### config.mk
export PLATFORM = sky130hd
export DESIGN_NAME = div_unit_32_bit_flat
export DESIGN_NICKNAME = d
export VERILOG_FILES = /design/src/rtl/div_unit_32_bit_pkg.sv /design/src/rtl/div_unit_32_bit_if.sv /design/src/rtl/div_unit_32_bit_step.sv /design/src/rtl/div_unit_32_bit.sv /design/src/flat_wrapper.sv
export SDC_FILE = /design/constraint.sdc
export NUM_CORES = 1
export LEC_CHECK = 0
export BUFFER_PORTS_ARGS = -buffer_cell sky130_fd_sc_hd__buf_4
export CAP_MARGIN = 15
export CORE_MARGIN = 3
export CORE_UTILIZATION = 49
export DETAILED_ROUTE_END_ITERATION = 10
export PLACE_DENSITY = 0.73
export SYNTH_ARGS = -nofsm -noshare
export SYNTH_HDL_FRONTEND = slang
export SYNTH_SLANG_ARGS = --single-unit
### constraint.sdc
create_clock -name i_clk -period 4.55 [get_ports i_clk]
set_input_delay 0.91 -clock i_clk [delete_from_list [all_inputs] [get_ports i_clk]]
set_output_delay 0.91 -clock i_clk [all_outputs]
set_load 0.01 [all_outputs]
### src/rtl/div_unit_32_bit_pkg.sv
// Shared types and constants for the iterative RV32M divider.
// Operation encoding follows the funct3 low bits of DIV/DIVU/REM/REMU.
package div_pkg;

    typedef enum logic [1:0] {
        DIV  = 2'b00,
        DIVU = 2'b01,
        REM  = 2'b10,
        REMU = 2'b11
    } div_op_e;

    typedef enum logic [2:0] {
        IDLE = 3'd0,
        PREP = 3'd1,
        CALC = 3'd2,
        FIX  = 3'd3,
        DONE = 3'd4
    } div_state_e;

    localparam logic [31:0] DIV_ZERO_Q = 32'hFFFF_FFFF;
    localparam logic [31:0] INT_MIN    = 32'h8000_0000;

    function automatic logic is_signed_op(div_op_e op);
        return (op == DIV) || (op == REM);
    endfunction

    function automatic logic is_quot_op(div_op_e op);
        return (op == DIV) || (op == DIVU);
    endfunction

endpackage

### src/rtl/div_unit_32_bit_if.sv
// Request/response bundle between the execute stage and the divider.
interface div_unit_32_bit_if #(parameter int XLEN = 32);
    import div_pkg::*;

    // i_start is sampled only while the divider is IDLE (i_flush blocks it);
    // o_valid pulses for exactly one cycle with o_result, which then holds
    // until a later operation completes; o_busy is high in PREP/CALC/FIX.
    logic            i_start;
    div_op_e         i_op;
    logic [XLEN-1:0] i_a;
    logic [XLEN-1:0] i_b;
    logic            i_flush;
    logic            o_busy;
    logic            o_valid;
    logic [XLEN-1:0] o_result;
    div_state_e      dbg_state;

    modport master (
        output i_start, i_op, i_a, i_b, i_flush,
        input  o_busy, o_valid, o_result, dbg_state
    );

    modport slave (
        input  i_start, i_op, i_a, i_b, i_flush,
        output o_busy, o_valid, o_result, dbg_state
    );

endinterface

### src/rtl/div_unit_32_bit_step.sv
// One restoring-division iteration: shift in the next dividend bit and
// trial-subtract the divisor over 33 bits so divisors >= 2^31 stay exact.
module div_step #(
    parameter int XLEN = 32
) (
    input  logic [XLEN:0]   r,
    input  logic            q_msb,
    input  logic [XLEN-1:0] divisor,
    output logic [XLEN:0]   r_next,
    output logic            q_bit
);

    logic [XLEN:0] shifted;
    logic [XLEN:0] trial;
    // The partial remainder is always below the divisor, so its top bit is zero.
    logic          unused_r_msb;

    assign unused_r_msb = r[XLEN];
    assign shifted      = {r[XLEN-1:0], q_msb};
    assign trial        = shifted - {1'b0, divisor};
    assign q_bit        = ~trial[XLEN];
    assign r_next       = q_bit ? trial : shifted;

endmodule

### src/rtl/div_unit_32_bit.sv
// Iterative restoring divider for DIV/DIVU/REM/REMU, one quotient bit per cycle.
// Signed operands are divided as magnitudes and the sign is restored in FIX.
module div_unit_32_bit
    import div_pkg::*;
#(
    parameter int XLEN  = 32,
    parameter int CNT_W = 5
) (
    input  logic              i_clk,
    input  logic              i_rst_n,
    div_unit_32_bit_if.slave  bus
);

    div_state_e      state;
    div_state_e      state_nxt;
    div_op_e         op_q;
    logic [XLEN-1:0] a_q;
    logic [XLEN-1:0] b_q;
    logic [XLEN-1:0] q_q;
    logic [XLEN-1:0] dvs_q;
    logic [XLEN-1:0] result_q;
    logic [XLEN:0]   r_q;
    logic [XLEN:0]   r_step;
    logic [CNT_W-1:0] cnt;
    logic            q_bit;
    logic            neg_q;
    logic            neg_r;

    logic            signed_op;
    logic            quot_op;
    logic            a_neg;
    logic            b_neg;
    logic [XLEN-1:0] a_abs;
    logic [XLEN-1:0] b_abs;
    logic            div_zero;
    logic            ovf;
    logic            special;
    logic [XLEN-1:0] special_res;
    logic [XLEN-1:0] fix_res;

    always_comb begin
        signed_op   = is_signed_op(op_q);
        quot_op     = is_quot_op(op_q);
        a_neg       = signed_op & a_q[XLEN-1];
        b_neg       = signed_op & b_q[XLEN-1];
        // -INT_MIN wraps to INT_MIN, which is the right magnitude read as unsigned.
        a_abs       = a_neg ? -a_q : a_q;
        b_abs       = b_neg ? -b_q : b_q;
        div_zero    = (b_q == '0);
        ovf         = signed_op && (a_q == INT_MIN) && (b_q == DIV_ZERO_Q);
        special     = div_zero || ovf;
        special_res = '0;
        if (div_zero) begin
            special_res = quot_op ? DIV_ZERO_Q : a_q;
        end else if (quot_op) begin
            special_res = INT_MIN;
        end
        if (quot_op) begin
            fix_res = neg_q ? -q_q : q_q;
        end else begin
            fix_res = neg_r ? -r_q[XLEN-1:0] : r_q[XLEN-1:0];
        end
    end

    div_step #(.XLEN(XLEN)) u_step (
        .r       (r_q),
        .q_msb   (q_q[XLEN-1]),
        .divisor (dvs_q),
        .r_next  (r_step),
        .q_bit   (q_bit)
    );

    always_ff @(posedge i_clk or negedge i_rst_n) begin
        if (!i_rst_n) begin
            state <= IDLE;
        end else begin
            state <= state_nxt;
        end
    end

    always_comb begin
        state_nxt = state;
        unique case (state)
            IDLE:    if (bus.i_start) state_nxt = PREP;
            PREP:    state_nxt = special ? DONE : CALC;
            CALC:    if (cnt == CNT_W'(XLEN-1)) state_nxt = FIX;
            FIX:     state_nxt = DONE;
            DONE:    state_nxt = IDLE;
            default: state_nxt = IDLE;
        endcase
        // A flush drops whatever is in flight and also blocks a same-cycle start.
        if (bus.i_flush) begin
            state_nxt = IDLE;
        end
    end

    always_ff @(posedge i_clk or negedge i_rst_n) begin
        if (!i_rst_n) begin
            op_q     <= DIV;
            a_q      <= '0;
            b_q      <= '0;
            q_q      <= '0;
            r_q      <= '0;
            dvs_q    <= '0;
            cnt      <= '0;
            neg_q    <= 1'b0;
            neg_r    <= 1'b0;
            result_q <= '0;
        end else if (!bus.i_flush) begin
            case (state)
                IDLE: begin
                    if (bus.i_start) begin
                        op_q <= bus.i_op;
                        a_q  <= bus.i_a;
                        b_q  <= bus.i_b;
                    end
                end
                PREP: begin
                    neg_q <= a_neg ^ b_neg;
                    neg_r <= a_neg;
                    dvs_q <= b_abs;
                    if (special) begin
                        result_q <= special_res;
                    end else begin
                        r_q <= '0;
                        q_q <= a_abs;
                        cnt <= '0;
                    end
                end
                CALC: begin
                    r_q <= r_step;
                    q_q <= {q_q[XLEN-2:0], q_bit};
                    cnt <= cnt + CNT_W'(1);
                end
                FIX: begin
                    result_q <= fix_res;
                end
                default: begin
                end
            endcase
        end
    end

    assign bus.o_busy    = (state == PREP) || (state == CALC) || (state == FIX);
    assign bus.o_valid   = (state == DONE);
    assign bus.o_result  = result_q;
    assign bus.dbg_state = state;

endmodule

### src/flat_wrapper.sv
// flat-port wrapper written by rule: the top's interface ports become plain ports
module div_unit_32_bit_flat import div_pkg::*;
#(
    parameter int XLEN  = 32,
    parameter int CNT_W = 5
)
  (i_clk, i_rst_n, bus_i_start, bus_i_op, bus_i_a, bus_i_b, bus_i_flush, bus_o_busy, bus_o_valid, bus_o_result, bus_dbg_state);
  div_unit_32_bit_if #(.XLEN(XLEN)) bus_i ();
  input  logic i_clk;
  input  logic i_rst_n;
  input wire logic [$bits(bus_i.i_start)-1:0] bus_i_start;
  input wire logic [$bits(bus_i.i_op)-1:0] bus_i_op;
  input wire logic [$bits(bus_i.i_a)-1:0] bus_i_a;
  input wire logic [$bits(bus_i.i_b)-1:0] bus_i_b;
  input wire logic [$bits(bus_i.i_flush)-1:0] bus_i_flush;
  output wire logic [$bits(bus_i.o_busy)-1:0] bus_o_busy;
  output wire logic [$bits(bus_i.o_valid)-1:0] bus_o_valid;
  output wire logic [$bits(bus_i.o_result)-1:0] bus_o_result;
  output wire logic [$bits(bus_i.dbg_state)-1:0] bus_dbg_state;
  assign bus_i.i_start = bus_i_start;
  assign bus_i.i_op = bus_i_op;
  assign bus_i.i_a = bus_i_a;
  assign bus_i.i_b = bus_i_b;
  assign bus_i.i_flush = bus_i_flush;
  assign bus_o_busy = bus_i.o_busy;
  assign bus_o_valid = bus_i.o_valid;
  assign bus_o_result = bus_i.o_result;
  assign bus_dbg_state = bus_i.dbg_state;
  div_unit_32_bit #(.XLEN(XLEN), .CNT_W(CNT_W)) u_core (.i_clk(i_clk), .i_rst_n(i_rst_n), .bus(bus_i));
endmodule
== Yosys cells after proc, flatten, opt, wreduce, memory -nomap -nowiden ==
Index checks and enable logic that the tools add are counted.
Storage, ports and cells
  word-level logic and storage cells: 74
  bits of input ports: 70
  output and inout bits: 37
  flip-flop bits (word level): 204
Operators by class
  add/sub/neg operators: 6
  reductions and logical operators: 17
  bitwise logic cells: 5
  multiplexer cells: 22
  eq/ne operators: 13
Operator list (count)
  2-to-1 mux 32 bit: 12
  case mux 32 bit (2 select lines): 3
  negation 32 bit: 4
  equality test 32 bit, second input constant: 2
  subtractor 33 x 32 -> 33 bit: 1
  logical NOT 32 bit: 1
  2-to-1 mux 3 bit: 4
  case mux 3 bit (4 select lines): 1
  case mux 5 bit (2 select lines): 1
  AND reduction 3 bit: 3
  equality test 3 x 2 -> 1 bit, second input constant: 2
  adder 5 x 1 -> 5 bit, second input constant: 1
  equality test 5 bit, second input constant: 1
  logical OR 1 bit: 5
  2-to-1 mux 5 bit: 1
  AND reduction 2 bit: 2
  nonzero test 2 bit: 2
  equality test 3 x 1 -> 1 bit, second input constant: 1
  equality test 3 bit, second input constant: 1
  logical NOT 3 bit: 1
  != test 3 x 2 -> 1 bit, second input constant: 1
  != test 3 bit, second input constant: 1
  AND 1 bit: 2
  equality test 2 x 1 -> 1 bit, second input constant: 1
  other kinds (7): 9

== Longest topological paths before layout ==
  depth after elaboration: 8
  mapped depth: 14
  mapped depth without buffers: 12

== By module ==
A second synthesis with hierarchy kept.
Unflattened totals
  cell total of the unflattened synthesis: 1636
  area, all modules: 14402.6 um^2
Modules (own cells, without submodules)
  div_unit_32_bit: cells each 1276, instances 1, area each 11912.7 um^2, sequential area each 5129.9 um^2
  div_step: cells each 360, instances 1, area each 2489.9 um^2, sequential area each 0.0 um^2

== Worst setup path before layout ==
No wires, ideal clock.
  path type: reg-to-reg
  from: register u_core.r_q[16]
  to: register u_core.r_q[20]
  path buffers: 2
  data arrival time: 3.074 ns
  clock period less this slack: 3.208 ns
  cell stages (with the launch flop): 13
  library setup time: 0.135 ns
  slack: 1.342 ns
  data required time: 4.415 ns
  cell sequence: dfrtp_1 -> ha_1 -> clkbuf_1 -> a21oi_1 -> o211ai_1 -> a221o_1 -> a311oi_1 -> o31a_1 -> nor2_1 -> o2bb2ai_2 -> buf_2 -> mux2i_1 -> o21ai_0
On the way
  longest elaborated chain between the ends: 3
RTL lines
  from (decl): RTL line div_unit_32_bit.sv:22  | logic [XLEN:0] r_q;
  from (signal assigned): RTL line div_unit_32_bit.sv:131  | r_q <= r_step;
  subtractor 33 x 32 -> 33 bit: RTL line div_unit_32_bit_step.sv:20  | assign trial = shifted - {1'b0, divisor};
  2-to-1 mux 32 bit: RTL line div_unit_32_bit_step.sv:22  | assign r_next = q_bit ? trial : shifted;
  case mux 32 bit (2 select lines): RTL line div_unit_32_bit.sv:110  | case (state)
No other way between the ends.
A chain may end at the register's enable or synchronous reset.

== Worst setup path in the final report ==
  from: register u_core.q_q[31]
  to: register u_core.r_q[17]
On the way
  longest elaborated chain between the ends: 3
RTL lines
  from (decl): RTL line div_unit_32_bit.sv:19  | logic [XLEN-1:0] q_q;
  from (signal assigned): RTL line div_unit_32_bit.sv:126  | q_q <= a_abs;
  from (signal assigned): RTL line div_unit_32_bit.sv:132  | q_q <= {q_q[XLEN-2:0], q_bit};
  subtractor 33 x 32 -> 33 bit: RTL line div_unit_32_bit_step.sv:20
  2-to-1 mux 32 bit: RTL line div_unit_32_bit_step.sv:22
  case mux 32 bit (2 select lines): RTL line div_unit_32_bit.sv:110
No other way between the ends.

==> results.md <==
- Run status: completed
- Die Area: 0.0286 sq mm
- Clock tree buffer depth: 3
- Worst rel slew slack: 25.1%
- Total number of vias: 11,422
- Tot GR Track Use: 25.0%
- Total power consumption of the routed design: 10.5 mW
- Detail Placement HPWL: 26,400 um
- Leakage power total: 6.63 nW
- Insertion delay to the later sink of the worst-skew pair: 0.53 ns
- Number of buffers inserted during clock tree synthesis: 24
- Cells on worst reg2reg path: 13
- Number of sinks handled by clock tree synthesis: 204
- Final critical delay including setup and external delays: 3.58 ns
- Number of synthesized flops with an enable pin: 0
- Post-synthesis instance area: 0.0131 sq mm
- Number of global-route vias before repair: 10,859
- Class of the most critical hold timing path: input port to asynchronous set/reset pin
- Post-CTS Setup Inserts: 0
- Area share of the leading cell type in the synthesized netlist: 39.1%
- Ratio of total power to cell area: 704 mW/mm^2
- Count of warnings emitted by yosys: 0
- Most frequent cell after synthesis: dfrtp_1
- Worst-Margin Slew: 1.12 ns
- # setup viols final: 0
- Synthesized area per cell: 8.97 sq um
- DRC violations left: 0
- Area of placed instances: 0.0142 sq mm
- Arrival time worst endpoint: 3.95 ns
- Total number of H-tree levels: 1
- Final core utilization: 57.0%
- Worst setup path class: register to register
- Starting utilization of the core area: 50.0%
- Internal reg-to-reg setup slack: 0.97 ns
- Syn Nets: 1,565
- Final hold vios: 0
- Post-layout instance count excluding filler cells: 1,878
- Final Net Count: 1,639
- Post-cts gate resize count: 0
- Hold slack: 0.470 ns
- Required time worst endpoint: 4.92 ns
- Final setup TNS: 0 ns
- Startpoint of the worst register-to-register path: u_core.q_q[31]
- Detail-routed via count per cell: 6.08
- TritonCTS clock tree: done
- CTS clock-pin slew for the worst setup and hold paths: 0.06 ns
- First-pass GRT wire length: 58,600 um
- Sort of element at the start of the critical path: register
- RSZ-0062 raised after global routing: false
- Largest fanout of any net on the critical path: 16
- Capturing element type of the critical path: register
- Reported max-cap violation count: 0
- Fraction of registers with async set/reset: 100%
- # rows: 59
- Worst Clk Skew: 0.0260 ns
- Post-Place Worst Slack: 0.999 ns
- Dominant cells by area after synthesis: dfrtp_1 (39%), xnor2_1 (5.8%), mux2_2 (5.7%)
- Ratio of final minimum period to clock period: 78.7%
- Number of instances in the placed design: 1,838
- Largest net degree at the start of global routing: 104
- Violation count after the first detailed-route iteration: 970
- Detailed-router iteration count before antenna repair: 5
- Commonest cells post-synth: dfrtp_1 (204), nand2_1 (172), o21ai_0 (141)
- Count of state elements after synthesis: 204
- Sequential area share after synthesis: 39.1%
- ANT nets after route: 0
- Chip Height: 169 um
- Peak clock frequency supported by timing: 279 MHz
- Worst ir drop on vdd: 0.342 mV
- Core box area: 0.0261 sq mm
- Final global-route overflow total: 0
- Area growth from synthesis to layout: 14.0%
- Final wirelength: 36,500 um
- CTS Root Buffer Type: clkbuf_16
- Number of antenna violations at the first check in global routing: 0
- PortBufs: 106
- Most used flip-flop cell after synthesis: dfrtp_1
- Count of final max-slew check failures: 0
- Number of different library cells in the post-synthesis netlist: 63
- Hold-fix buffers, CTS: 0
- Horiz. Die Dim: 169 um
- Worst path setup slack after routing: 0.968 ns
- Gate count of the mapped netlist: 1,455
- Placer's final routability congestion estimate: 0.935
- Design Area, Final: 0.0149 sq mm
- Routed length per placed instance: 19.4 um
- Fraction of layout instances using a drive strength above 1: 16.1%
- Capture instance of the worst register-to-register path: u_core.r_q[17]
- Top-level port count: 107
- Cell taking the most area after synthesis: dfrtp_1
- # diodes: 0
worst max-delay path by stage:
stage	depth (start not counted)	startpoint	end
after floorplan	12	u_core.r_q[16]	u_core.r_q[20]
after global placement	11	u_core.r_q[14]	u_core.r_q[28]
after detailed placement	11	u_core.r_q[14]	u_core.r_q[28]
after CTS	13	u_core.q_q[31]	u_core.r_q[17]
after global routing	12	u_core.r_q[0]	u_core.r_q[27]
final	13	u_core.q_q[31]	u_core.r_q[17]
per-layer routing:
layer  vias up  routed length [um]  global-route usage [%]
li1       5371                   -                       -
met3        77                2550                    4.01
met2       460               16700                    39.4
met5         -                   0                       0
met4         0                1230                    8.39
met1      5514               16000                    35.3
worst max-delay path, cell delays in order (launching register included):
cell and delay [ns]:
dfrtp_1 0.36, inv_1 0.08, ha_1 0.23, fa_1 0.41, nand2b_1 0.19, a21oi_1 0.18
o211a_1 0.27, a311oi_1 0.22, o31a_1 0.38, o21ai_0 0.30, o2bb2ai_4 0.15, buf_4 0.30
mux2i_1 0.25, o21ai_0 0.10
logic make-up (layout without fill, tap and decap cells):
| logic type | count (synthesis) | count (layout) | share of synthesized area (%) |
|---|---|---|---|
| mux | 99 | 99 | 8.22 |
| compound gates | 394 | 394 | 19.5 |
| buf+inv | 137 | 225 | 4.01 |
| simple gates | 437 | 437 | 15.6 |
| fa+ha+maj | 40 | 40 | 3.89 |
| flops | 204 | 204 | 39.1 |
| xor+xnor | 144 | 144 | 9.66 |
cell type report:
type                            instances  area [sq um]
Fill cell                            2368         11200
Multi-Input combinational cell       1114          7450
Sequential cell                       204          5100
Timing Repair Buffer                  126           965
Clock buffer                           36           686
Tap cell                              335           419
Inverter                               59           221
Clock inverter                          4          33.8
report_power, final:
group          switching (mW)  internal [mW]
combinational            3.01           2.42
clock                   0.749           1.03
sequential              0.884           2.38
total                    4.64           5.84
layout by cell type, fill, tap and decap left out, types with 15 or more instances in the layout:
cell type / n
nand4_1: 16
dfrtp_1: 204
or4_1: 17
nand2_1: 172
ha_1: 39
mux2i_1: 33
inv_1: 59
clkbuf_16: 24
xor2_1: 57
xnor2_1: 87
nor2_1: 111
a21oi_1: 76
buf_4: 124
o31ai_1: 33
o211ai_1: 15
a221o_1: 32
nand3_1: 16
o21ai_0: 141
nor3_1: 20
mux2_2: 66
state kept, by name (all words and copies together), names as in the netlist:
| signal | cells |
|---|---|
| u_core.a_q | 32 |
| u_core.b_q | 32 |
| u_core.bus.o_result | 32 |
| u_core.dvs_q | 32 |
| u_core.q_q | 32 |
| u_core.r_q | 32 |
| u_core.cnt | 5 |
| u_core.bus.dbg_state | 3 |
| u_core.op_q | 2 |
| u_core.neg_q | 1 |
| u_core.neg_r | 1 |
Note: power is estimated with default switching activity, not from simulation.
